===== src/rtl/uart_pg_pkg.sv =====
// Shared types and default timing constants for the UART program-memory loader.
package uart_pg_pkg;

  localparam int DEFAULT_CLKS_PER_BIT   = 87;       // 10 MHz / 115200 baud
  localparam int DEFAULT_TIMEOUT_CYCLES = 1000000;

  typedef enum logic [1:0] {
    RX_WAIT_START,
    RX_START,
    RX_DATA,
    RX_STOP
  } rx_state_t;

  typedef enum logic [2:0] {
    LD_IDLE,
    LD_LEN_HI,
    LD_DAT_LO,
    LD_DAT_HI,
    LD_WRITE,
    LD_DONE
  } ld_state_t;

endpackage


===== src/rtl/uart_rx_byte.sv =====
// 8N1 UART byte receiver: 2-flop synchroniser, mid-bit sampling, one-cycle
// valid/error pulses depending on the stop bit.
module uart_rx_byte
  import uart_pg_pkg::*;
#(
  parameter int CLKS_PER_BIT = DEFAULT_CLKS_PER_BIT
) (
  input  logic       clk,
  input  logic       rst,
  input  logic       rxd,
  output logic [7:0] byte_o,
  output logic       byte_vld_o,
  output logic       byte_err_o
);

  localparam int CNT_W = $clog2(CLKS_PER_BIT) + 1;
  localparam logic [CNT_W-1:0] HALF_LAST = CNT_W'(CLKS_PER_BIT / 2 - 1);
  localparam logic [CNT_W-1:0] BIT_LAST  = CNT_W'(CLKS_PER_BIT - 1);

  logic            sync0_reg, sync1_reg;
  logic            rxd_sync;
  rx_state_t       state_reg, state_next;
  logic [CNT_W-1:0] cnt_reg, cnt_next;
  logic [2:0]      bit_reg, bit_next;
  logic [7:0]      shift_reg, shift_next;
  logic            vld_reg, vld_next;
  logic            err_reg, err_next;

  // Synchroniser flops reset to the idle (high) line level.
  always_ff @(posedge clk or posedge rst) begin
    if (rst) begin
      sync0_reg <= 1'b1;
      sync1_reg <= 1'b1;
    end else begin
      sync0_reg <= rxd;
      sync1_reg <= sync0_reg;
    end
  end

  assign rxd_sync = sync1_reg;

  always_ff @(posedge clk or posedge rst) begin
    if (rst) begin
      state_reg <= RX_WAIT_START;
      cnt_reg   <= '0;
      bit_reg   <= '0;
      shift_reg <= '0;
      vld_reg   <= 1'b0;
      err_reg   <= 1'b0;
    end else begin
      state_reg <= state_next;
      cnt_reg   <= cnt_next;
      bit_reg   <= bit_next;
      shift_reg <= shift_next;
      vld_reg   <= vld_next;
      err_reg   <= err_next;
    end
  end

  always_comb begin
    state_next = state_reg;
    cnt_next   = cnt_reg;
    bit_next   = bit_reg;
    shift_next = shift_reg;
    vld_next   = 1'b0;
    err_next   = 1'b0;
    case (state_reg)
      RX_WAIT_START: begin
        if (!rxd_sync) begin
          state_next = RX_START;
          cnt_next   = '0;
        end
      end
      RX_START: begin
        // Re-check at mid start bit so short low glitches are ignored.
        if (cnt_reg == HALF_LAST) begin
          cnt_next   = '0;
          bit_next   = '0;
          state_next = rxd_sync ? RX_WAIT_START : RX_DATA;
        end else begin
          cnt_next = cnt_reg + 1'b1;
        end
      end
      RX_DATA: begin
        if (cnt_reg == BIT_LAST) begin
          cnt_next   = '0;
          shift_next = {rxd_sync, shift_reg[7:1]};
          bit_next   = bit_reg + 1'b1;
          if (bit_reg == 3'd7) state_next = RX_STOP;
        end else begin
          cnt_next = cnt_reg + 1'b1;
        end
      end
      RX_STOP: begin
        if (cnt_reg == BIT_LAST) begin
          cnt_next   = '0;
          vld_next   = rxd_sync;
          err_next   = !rxd_sync;
          state_next = RX_WAIT_START;
        end else begin
          cnt_next = cnt_reg + 1'b1;
        end
      end
      default: state_next = RX_WAIT_START;
    endcase
  end

  assign byte_o     = shift_reg;
  assign byte_vld_o = vld_reg;
  assign byte_err_o = err_reg;

endmodule


===== src/rtl/uart_pg_loader.sv =====
// UART download master: receives a little-endian length word followed by that
// many 16-bit words and writes them to consecutive program-memory addresses.
module uart_pg_loader
  import uart_pg_pkg::*;
#(
  parameter int CLKS_PER_BIT   = DEFAULT_CLKS_PER_BIT,
  parameter int TIMEOUT_CYCLES = DEFAULT_TIMEOUT_CYCLES,
  parameter int ADR_W          = 16
) (
  input  logic             wb_clk_i,
  input  logic             wb_rst_i,
  input  logic             uart_rxd,
  output logic             pg_rst_o,
  output logic             pg_wen_o,
  output logic [15:0]      pg_din_o,
  output logic [ADR_W-1:0] pg_adr_o,
  output logic             pg_done_o,
  output logic             frame_err_o,
  output logic             busy_o
);

  localparam int TO_W = $clog2(TIMEOUT_CYCLES + 1);
  localparam logic [TO_W-1:0] TO_LAST = TO_W'(TIMEOUT_CYCLES - 1);

  logic [7:0]       rx_byte;
  logic             byte_vld, byte_err;

  ld_state_t        state_reg, state_next;
  logic [15:0]      remain_reg, remain_next;
  logic [7:0]       lo_reg, lo_next;
  logic [15:0]      din_reg, din_next;
  logic [ADR_W-1:0] adr_reg, adr_next;
  logic             pg_rst_reg, pg_rst_next;
  logic             done_reg, done_next;
  logic             ferr_reg, ferr_next;
  logic [TO_W-1:0]  to_cnt_reg, to_cnt_next;
  logic             busy, counting, abort;

  uart_rx_byte #(
    .CLKS_PER_BIT(CLKS_PER_BIT)
  ) u_rx (
    .clk        (wb_clk_i),
    .rst        (wb_rst_i),
    .rxd        (uart_rxd),
    .byte_o     (rx_byte),
    .byte_vld_o (byte_vld),
    .byte_err_o (byte_err)
  );

  always_ff @(posedge wb_clk_i or posedge wb_rst_i) begin
    if (wb_rst_i) begin
      state_reg  <= LD_IDLE;
      remain_reg <= '0;
      lo_reg     <= '0;
      din_reg    <= '0;
      adr_reg    <= '0;
      pg_rst_reg <= 1'b0;
      done_reg   <= 1'b0;
      ferr_reg   <= 1'b0;
      to_cnt_reg <= '0;
    end else begin
      state_reg  <= state_next;
      remain_reg <= remain_next;
      lo_reg     <= lo_next;
      din_reg    <= din_next;
      adr_reg    <= adr_next;
      pg_rst_reg <= pg_rst_next;
      done_reg   <= done_next;
      ferr_reg   <= ferr_next;
      to_cnt_reg <= to_cnt_next;
    end
  end

  assign busy     = (state_reg != LD_IDLE) && (state_reg != LD_DONE);
  assign counting = (state_reg == LD_LEN_HI) || (state_reg == LD_DAT_LO) ||
                    (state_reg == LD_DAT_HI);
  assign abort    = busy && (byte_err || (counting && to_cnt_reg == TO_LAST));

  always_comb begin
    state_next  = state_reg;
    remain_next = remain_reg;
    lo_next     = lo_reg;
    din_next    = din_reg;
    adr_next    = adr_reg;
    pg_rst_next = pg_rst_reg;
    done_next   = done_reg;
    ferr_next   = ferr_reg;
    to_cnt_next = (byte_vld || !counting) ? '0 : to_cnt_reg + 1'b1;
    case (state_reg)
      LD_IDLE, LD_DONE: begin
        if (byte_vld) begin
          lo_next     = rx_byte;
          pg_rst_next = 1'b1;
          done_next   = 1'b0;
          ferr_next   = 1'b0;
          adr_next    = '0;
          state_next  = LD_LEN_HI;
        end else if (byte_err) begin
          ferr_next = 1'b1;
        end
      end
      LD_LEN_HI: begin
        if (byte_vld) begin
          remain_next = {rx_byte, lo_reg};
          if ({rx_byte, lo_reg} == 16'd0) begin
            pg_rst_next = 1'b0;
            done_next   = 1'b1;
            state_next  = LD_DONE;
          end else begin
            state_next = LD_DAT_LO;
          end
        end
      end
      LD_DAT_LO: begin
        if (byte_vld) begin
          lo_next    = rx_byte;
          state_next = LD_DAT_HI;
        end
      end
      LD_DAT_HI: begin
        // Output data only changes here, so it stays stable outside WRITE.
        if (byte_vld) begin
          din_next   = {rx_byte, lo_reg};
          state_next = LD_WRITE;
        end
      end
      LD_WRITE: begin
        adr_next    = adr_reg + 1'b1;
        remain_next = remain_reg - 1'b1;
        if (remain_reg == 16'd1) begin
          pg_rst_next = 1'b0;
          done_next   = 1'b1;
          state_next  = LD_DONE;
        end else begin
          state_next = LD_DAT_LO;
        end
      end
      default: state_next = LD_IDLE;
    endcase
    // Aborted loads keep the words already written; only control is dropped.
    if (abort) begin
      state_next  = LD_IDLE;
      ferr_next   = 1'b1;
      pg_rst_next = 1'b0;
      done_next   = 1'b0;
    end
  end

  assign pg_rst_o    = pg_rst_reg;
  assign pg_wen_o    = (state_reg == LD_WRITE);
  assign pg_din_o    = din_reg;
  assign pg_adr_o    = adr_reg;
  assign pg_done_o   = done_reg;
  assign frame_err_o = ferr_reg;
  assign busy_o      = busy;

endmodule


===== config.mk =====
export PLATFORM = sky130hd
export DESIGN_NAME = uart_pg_loader
export DESIGN_NICKNAME = d
export VERILOG_FILES = /design/src/rtl/uart_pg_pkg.sv /design/src/rtl/uart_rx_byte.sv /design/src/rtl/uart_pg_loader.sv
export SDC_FILE = /design/constraint.sdc
export NUM_CORES = 1
export LEC_CHECK = 0
export ABC_AREA = 0
export CAP_MARGIN = 30
export CORE_MARGIN = 1.5
export CORE_UTILIZATION = 55
export CTS_CLUSTER_DIAMETER = 60
export DETAILED_ROUTE_END_ITERATION = 8
export GPL_TIMING_DRIVEN = 0
export MAX_ROUTING_LAYER = met4
export PLACE_DENSITY = 0.81
export RECOVER_POWER = 50
export REMOVE_ABC_BUFFERS = 1
export SETUP_SLACK_MARGIN = 0.1
export SYNTH_ARGS = -nofsm -noshare
export SYNTH_HDL_FRONTEND = slang
export SYNTH_SLANG_ARGS = --single-unit

===== constraint.sdc =====
create_clock -name wb_clk_i -period 7 [get_ports wb_clk_i]
set_input_delay 2.1 -clock wb_clk_i [delete_from_list [all_inputs] [get_ports wb_clk_i]]
set_output_delay 2.1 -clock wb_clk_i [all_outputs]
set_load 0.005 [all_outputs]

# --- Word level (Yosys, flattened, before mapping) ---
# Cells that the tools add are included.
classes:
  addsub: 5
  n_mux: 47
  n_div: 0
  reduce_logical: 32
  mul: 0
  order_cmp: 0
  n_shift: 0
  eq_ne: 27
  bitwise: 0
op_table:
  columns: ["cell", "n"]
  rows:
  - ["$pmux 16 s2", 2]
  - ["$mux 16", 2]
  - ["$mux 3", 9]
  - ["$mux 8", 3]
  - ["$pmux 8 s3", 1]
  - ["$add 20x1->20 const B", 1]
  - ["$eq 20x20->1 const B", 1]
  - ["$mux 20", 1]
  - ["$mux 1", 18]
  - ["$add 16x1->16 const B", 1]
  - ["$eq 16x1->1 const B", 1]
  - ["$logic_not 16->1", 1]
  - ["$sub 16x1->16 const B", 1]
  - ["$ne 3x2->1 const B", 5]
  - ["$pmux 3 s5", 1]
  - ["$mux 2", 6]
  - ["$ne 2x1->1 const B", 6]
  - ["$reduce_and 2->1", 6]
  - ["$reduce_and 5->1", 2]
  - ["$eq 3x3->1 const B", 3]
  - ["$add 8x1->8 const B", 1]
  - ["$eq 8x6->1 const B", 1]
  - ["$eq 8x7->1 const B", 1]
  - ["$pmux 2 s4", 1]
  - ["22 further kinds", 36]
word_totals:
  output_inout_bits: 37
  input_bits: 3
  regBits: 107
  latch_bits: 0
  romBits: 0
  n_memories: 0
  wordCells: 128
  ram_bits: 0

# --- Depth between registers and ports, before layout ---
# Gate-level depths: netlist of the first run.
logic_depth:
  word_depth: 8
  ltp_mapped: 8
  depth_no_buf: 7

# --- By module ---
# From an unflattened synthesis of the first run, not the netlist that was laid out.
hier_totals:
  cells_unflattened: 498
  area_unflattened_um2: 5132.4
modules_own_cells:
  columns: ["mod", "area_per_inst_um2", "seq_area_each_um2", "n_inst", "cells_each"]
  rows:
  - ["uart_pg_loader", 3933.8, 2052.0, 1, 390]
  - ["uart_rx_byte", 1198.6, 628.1, 1, 108]

# --- Worst setup path before layout of the first run ---
# No wires, ideal clock.
synth_path:
  kind: "register -> output"
  startpoint: "reg state_reg[0]"
  endpoint: "out pg_wen_o"
  path_stages_with_launch: 5
  arrival_time_ns: 1.212
  required_time_ns: 4.900
  slack_ns: 3.688
  cell_sequence: "dfrtp_1 or3b_1 buf_2 inv_2 clkbuf_1"
synth_between:
  elab_chain_len: 1
synth_rtl:
  columns: ["item", "line_no", "rtl"]
  rows:
  - ["start, declared", "uart_pg_loader.sv:28", "ld_state_t state_reg, state_next;"]
  - ["start signal, assigned", "uart_pg_loader.sv:62", "state_reg <= state_next;"]
  - ["$eq 3x3->1", "uart_pg_loader.sv:150", "assign pg_wen_o = (state_reg == LD_WRITE);"]
  - ["end, declared", "uart_pg_loader.sv:14", "output logic pg_wen_o,"]
# Every way passes these cells.

# --- Worst setup path in the final report of the first run ---
layout_path:
  startpoint: "reg state_reg[2]"
  endpoint: "out pg_wen_o"
# Same word-level chain as after synthesis.

==> results.json, run 1 <==
{
  "drive_above_1_share_pct": 10.7,
  "drtAntennaViolNets": 0,
  "yosysWarnings": 0,
  "cts_max_level": 3,
  "leakagePower_nw": 2.62,
  "crit_family": "buffers and inverters",
  "first_global_vias": 3853,
  "final_hold_viol_count": 0,
  "synth_cells": 503,
  "crit_type": "reg2out",
  "routedWlPerCell_um": 15.4,
  "core-area_um2": 9240,
  "avgSynthCellArea_um2": 10.5,
  "portBuffers": 39,
  "io_pins": 40,
  "max_freq_ghz": 0.207,
  "clk_pin_slew_ns": 0.10,
  "drv_slew": 37,
  "dieArea_um2": 10200,
  "setup.worst_path.start": "state_reg[2]",
  "globalRouteOverflowTotal": 0,
  "fin_nets": 548,
  "crit_chain": "or3b_1 -> inv_1 -> clkdlybuf4s50_1",
  "ys_types": 63,
  "cts_setup_buffers": 0,
  "yosysSeqAreaShare_pct": 51.0,
  "rsz0062_at_grt": "no",
  "pre_cts_slack_ns": 2.79,
  "min_period_ns": 4.82,
  "synth_edf_count": 0,
  "area_growth_syn_to_layout_pct": 12.6,
  "crit_buf_inv": 2,
  "period_share_pct": 68.9,
  "firstDrtPassIters": 5,
  "clock_path_buffers": 2,
  "pwr-share-seq_pct": 59.8,
  "yosys-top-cells-area": "dfrtp_1, mux2_2, nor2_1",
  "tightest_slew_ns": 1.70,
  "synth_top_area_share_pct": 50.0,
  "power_density_nw_per_um2": 179,
  "fin_skew_ns": 0.0133,
  "cts_sinks": 107,
  "p_sw_share_pct": 23.1,
  "synth_top_cell_by_area": "dfrtp_1",
  "std_cell_rows": 35,
  "maxCapViolCount": 1,
  "synthTopCellsByCount": "dfrtp_1, nor2_1, nand2_1",
  "drtIter0Drc": 218,
  "numCtsBuffers": 9,
  "start_util_pct": 56.9,
  "holdWs_ns": 0.373,
  "syn_area_um2": 5260,
  "drc": 0,
  "synth_flop_cell": "dfrtp_1",
  "die_height_um": 101,
  "grt_util_all_layers_pct": 22.6,
  "clockPowerShare_pct": 36.4,
  "yosysMostFrequentCell": "dfrtp_1",
  "fin_setup_tns_ns": 0,
  "peakVddDrop_mv": 0.191,
  "cts_tree": "yes",
  "cp_slowest_cell": "or3b_1",
  "cp.arrival_ns": 2.72,
  "p_int_mw": 0.816,
  "gp_congestion": 0.798,
  "largest_reg_flops": 20,
  "startpoint_type": "flip-flop",
  "p_comb_share_pct": 3.8,
  "power.switching_mw": 0.244,
  "num_antenna_cells": 0,
  "ys_async_sr_fraction_pct": 100,
  "status": "finished, violations left",
  "r2r_start": "state_reg[2]",
  "p_total_mw": 1.06,
  "routed_wl_um": 10300,
  "finalSetupViolations": 0,
  "hp-class": "reg2reg",
  "grt_pass1_wl_um": 17800,
  "r2r_slack_ns": 4.28,
  "ys_ff_latch": 107,
  "required_ns": 4.90,
  "antenna_found_initial": 0,
  "post-dp-hpwl_um": 7260,
  "critPathMaxFanout": 23,
  "cts_resized": 0,
  "insertion_delay_ns": 0.37,
  "vias": 3895,
  "die_w_um": 101,
  "drt-vias-per-instance": 5.80,
  "grt_max_degree": 72,
  "crit_path_end_kind": "primary output",
  "violations": "capacitance limit, slew limit",
  "max_stage_delay_ns": 0.62,
  "hp-start": "u_rx.sync0_reg",
  "holdBufCountCts": 0,
  "slew_headroom_pct": -13.8,
  "root_buffer": "clkbuf_8",
  "setup_slack_ns": 2.18
}
## power groups by stage
stage,registers [mW],logic [mW],clock network [mW]
floorplan,0.644,0.0300,0
global placement,0.646,0.0364,0
detailed placement,0.647,0.0410,0
CTS,0.635,0.0410,0.399
global route,0.635,0.0473,0.419
finish,0.634,0.0398,0.386
## metal layers
layer | up-vias | global-route usage (%) | part of all wire (%)
li1 | 1878 | - | -
met1 | 1909 | 29.0 | 45
met2 | 88 | 36.6 | 49
met3 | 20 | 4.79 | 3.7
met4 | 0 | 6.18 | 1.3
met5 | - | - | 0
## worst register-to-register path, delay by kind of cell (launching register included)
kind / cells / cell delay [ns]
AND/OR/NAND/NOR: 2 / 1.07
flip-flops: 1 / 0.56
AO/OA/AOI/OAI: 2 / 0.44
buffers and inverters: 1 / 0.56
## final cells by class
| cell class | instances | area [um^2] |
|---|---|---|
| Timing Repair Buffer | 42 | 429 |
| Multi-Input combinational cell | 355 | 2370 |
| Clock buffer | 11 | 141 |
| Sequential cell | 107 | 2680 |
| Inverter | 22 | 83.8 |
| Clock inverter | 5 | 62.6 |
| Fill cell | 761 | 3320 |
| Tap cell | 129 | 161 |
## cell usage in the layout, fill, tap and decap left out, types with 10 or more instances in the layout
master           count
clkdlybuf4s50_1     37
nand2_1             41
o21ai_0             24
dfrtp_1            105
mux2i_1             11
nor3_1              12
mux2_2              32
clkbuf_8            10
a21oi_1             16
nand3_1             17
xnor2_1             12
inv_1               21
nor2_1              53
## path summary, 6_finish.rpt
path	endpoint	depth (start not counted)
min in group asynchronous	to_cnt_reg[4]	2
min	u_rx.rxd_sync	0
max	pg_wen_o	3
max in group asynchronous	u_rx.rxd_sync	3
min reg2reg	u_rx.rxd_sync	0
max reg2reg	remain_reg[11]	5
## logic make-up after synthesis
group,share of synthesized area [%]
AOI/OAI and AO/OA,12.6
and+or+nand+nor,19.4
DFF,51.0
buffers and inverters,3.28
adders and majority gates,1.90
xor gates and xnor gates,3.00
muxes,8.94
## metrics by stage
step / cells / util [%] / area [um^2]
final: 671 / 64.1 / 5920
after global routing: 671 / 64.1 / 5920
after floorplan: 484 / - / 5170
after CTS: 670 / 64.6 / 5970
after detailed placement: 654 / 62.4 / 5760
after global placement: 652 / 61.9 / 5720
Power figures use the tool's default switching activity.
==> run 2, diff against run 1 <==
- clock period: 7 -> 4.86 ns (I/O delays scaled with it)
==> results of run 2 <==
Same layout as run 1 (identical final DEF). Status: finished, violations left: capacitance limit, slew limit.
Among the figures that moved: setup slack after placement 2.79 ns -> 1.29 ns; setup slack after layout 2.18 ns -> 0.681 ns; register-to-register setup slack 4.28 ns -> 2.14 ns; total power 1.06 mW -> 1.53 mW; worst IR drop on VDD 0.191 mV -> 0.276 mV
==> run 3, diff against run 2 <==
- CORE_MARGIN: 1.5 -> 2
- HOLD_SLACK_MARGIN: unset -> 0.05
==> run 3 against run 2 <==
The flow still finishes with violations (capacitance limit, slew limit). Worst hold slack got worse by 0.012 ns. Flip-flop and latch count did not move. Sequential share of layout area rose by 0.11 points. Maximum frequency barely moved. Count of clock-buffer cells in the layout fell by 2. Combinational power rose by 2%. Core utilization fell by 0.16 points. Critical path depth did not move. Routed wire length fell by 0.50%. Critical endpoint unchanged. Largest power group unchanged.
==> results.json, run 3 (same netlist as run 1, synthesis figures left out) <==
{
  "post-route-util_pct": 64.0,
  "required_ns": 3.40,
  "leakagePower_nw": 2.62,
  "r2r_start": "state_reg[1]",
  "cts_sinks": 107,
  "final_hold_viol_count": 0,
  "clock_path_buffers": 2,
  "num_antenna_cells": 0,
  "die_height_um": 102,
  "clk_pin_slew_ns": 0.10,
  "drc": 0,
  "r2r_end": "remain_reg[11]",
  "globalRouteOverflowTotal": 0,
  "reg2reg_depth": 5,
  "min_period_ns": 4.18,
  "insertion_delay_ns": 0.37,
  "status": "finished, violations left",
  "layout_common_cells": "dfrtp_1, nor2_1, nand2_1, clkdlybuf4s50_1, mux2_2",
  "grt_util_all_layers_pct": 22.6,
  "cts_setup_buffers": 0,
  "grt_max_degree": 67,
  "power_density_nw_per_um2": 248,
  "final_common_cell": "dfrtp_1",
  "period_share_pct": 86.0,
  "drive_above_1_share_pct": 11.1,
  "rsz0062_at_grt": "no",
  "r2r_slack_ns": 2.17,
  "cp.arrival_ns": 2.72,
  "core-area_um2": 9240,
  "regArea_um2": 2680,
  "max_freq_ghz": 0.239,
  "endpoint": "pg_wen_o",
  "slew_headroom_pct": -68.6,
  "die_w_um": 102,
  "fin_nets": 547,
  "first_global_vias": 3706,
  "p_int_mw": 1.11,
  "gp_congestion": 0.821,
  "crit_path_end_kind": "primary output",
  "grt_pass1_wl_um": 18100,
  "finalSetupViolations": 0,
  "instances_no_fill": 670,
  "power.switching_mw": 0.358,
  "hp-class": "reg2reg",
  "final.fill_count": 732,
  "p_sw_share_pct": 24.4,
  "portBuffers": 39,
  "post-dp-hpwl_um": 7010,
  "tightest_slew_ns": 2.53,
  "antenna_found_initial": 0,
  "setup.worst_path.start": "state_reg[1]",
  "dieArea_um2": 10400,
  "critPathMaxFanout": 23,
  "vias": 3928,
  "cts_resized": 0,
  "peakVddDrop_mv": 0.271,
  "placedCellCount": 654,
  "pwr-share-seq_pct": 62.3,
  "drtAntennaViolNets": 0,
  "cts_tree": "yes",
  "drt-vias-per-instance": 5.86,
  "startpoint_type": "flip-flop",
  "violations": "capacitance limit, slew limit",
  "routed_wl_um": 10300,
  "numCtsBuffers": 9,
  "hp-start": "u_rx.sync0_reg",
  "crit_type": "reg2out",
  "pre_cts_slack_ns": 1.28,
  "maxCapViolCount": 1,
  "largest_reg_flops": 20,
  "multiInputGateArea_um2": 2390,
  "p_comb_share_pct": 4.0,
  "fin_skew_ns": 0.0109,
  "firstDrtPassIters": 5,
  "start_util_pct": 56.9,
  "routedWlPerCell_um": 15.4,
  "cts_max_level": 3,
  "root_buffer": "clkbuf_8",
  "std_cell_rows": 35,
  "drv_slew": 66,
  "io_pins": 40,
  "setup_slack_ns": 0.678,
  "clockPowerShare_pct": 33.7,
  "area_growth_syn_to_layout_pct": 12.3,
  "drtIter0Drc": 261,
  "holdBufCountCts": 0
}
-- run 3: cell count changes in the layout (fill, tap and decap cells not counted), sizes merged --
cell	previous run	this run
clkbuf	13	10
inv	21	23
bufinv	1	0
clkinv	2	3
-- run 3: worst min path at each step --
stage                     to  slack, ns  cells after the start
2_1_floorplan  u_rx.rxd_sync       0.35                      0
3_3_place_gp   u_rx.rxd_sync       0.35                      0
3_5_place_dp   u_rx.rxd_sync       0.35                      0
4_1_cts        u_rx.rxd_sync       0.36                      0
5_1_grt        u_rx.rxd_sync       0.38                      0
6_report       u_rx.rxd_sync       0.36                      0
-- run 3: per-stage QoR --
step	hold WS [ns]	setup TNS, ns	power (mW)	cell area, um^2
floorplan	0.345	0	0.971	5170
global placement	0.346	-98.92	0.983	5720
detailed placement	0.347	0	0.991	5760
CTS	0.362	0	1.49	5930
global route	0.375	0	1.53	5910
finish	0.361	0	1.47	5910
-- run 3: metal layers --
metal	track usage, %	routed length (um)	vias up	share of wire (%)
met2	34.1	5030	112	49
met3	5.31	476	6	4.6
met4	5.09	53	0	0.52
met1	31.4	4730	1930	46
li1	-	-	1880	-
met5	-	0	-	0
-- run 3: area by class of cell --
type | instances | share of cell area [%]
multi-input combinational | 355 | 40.5
clock inverter | 7 | 0.910
sequential | 107 | 45.4
inverter | 22 | 1.40
clock buffer | 9 | 2.10
timing repair buffer | 41 | 7.01
tap | 129 | 2.73
-- run 3: power groups by stage --
stage               Clock (mW)  Combinational (mW)  Sequential, mW
global route             0.549              0.0682           0.916
detailed placement           0              0.0604           0.931
finish                   0.494              0.0585           0.914
global placement             0              0.0529           0.931
CTS                      0.513              0.0611           0.914
floorplan                    0              0.0432           0.928
-- run 3: critical path, cell delays in order (launching register included) --
cell and delay [ns]:
dfrtp_1 0.53, or3b_1 0.64, inv_1 0.57, clkdlybuf4s50_1 0.62
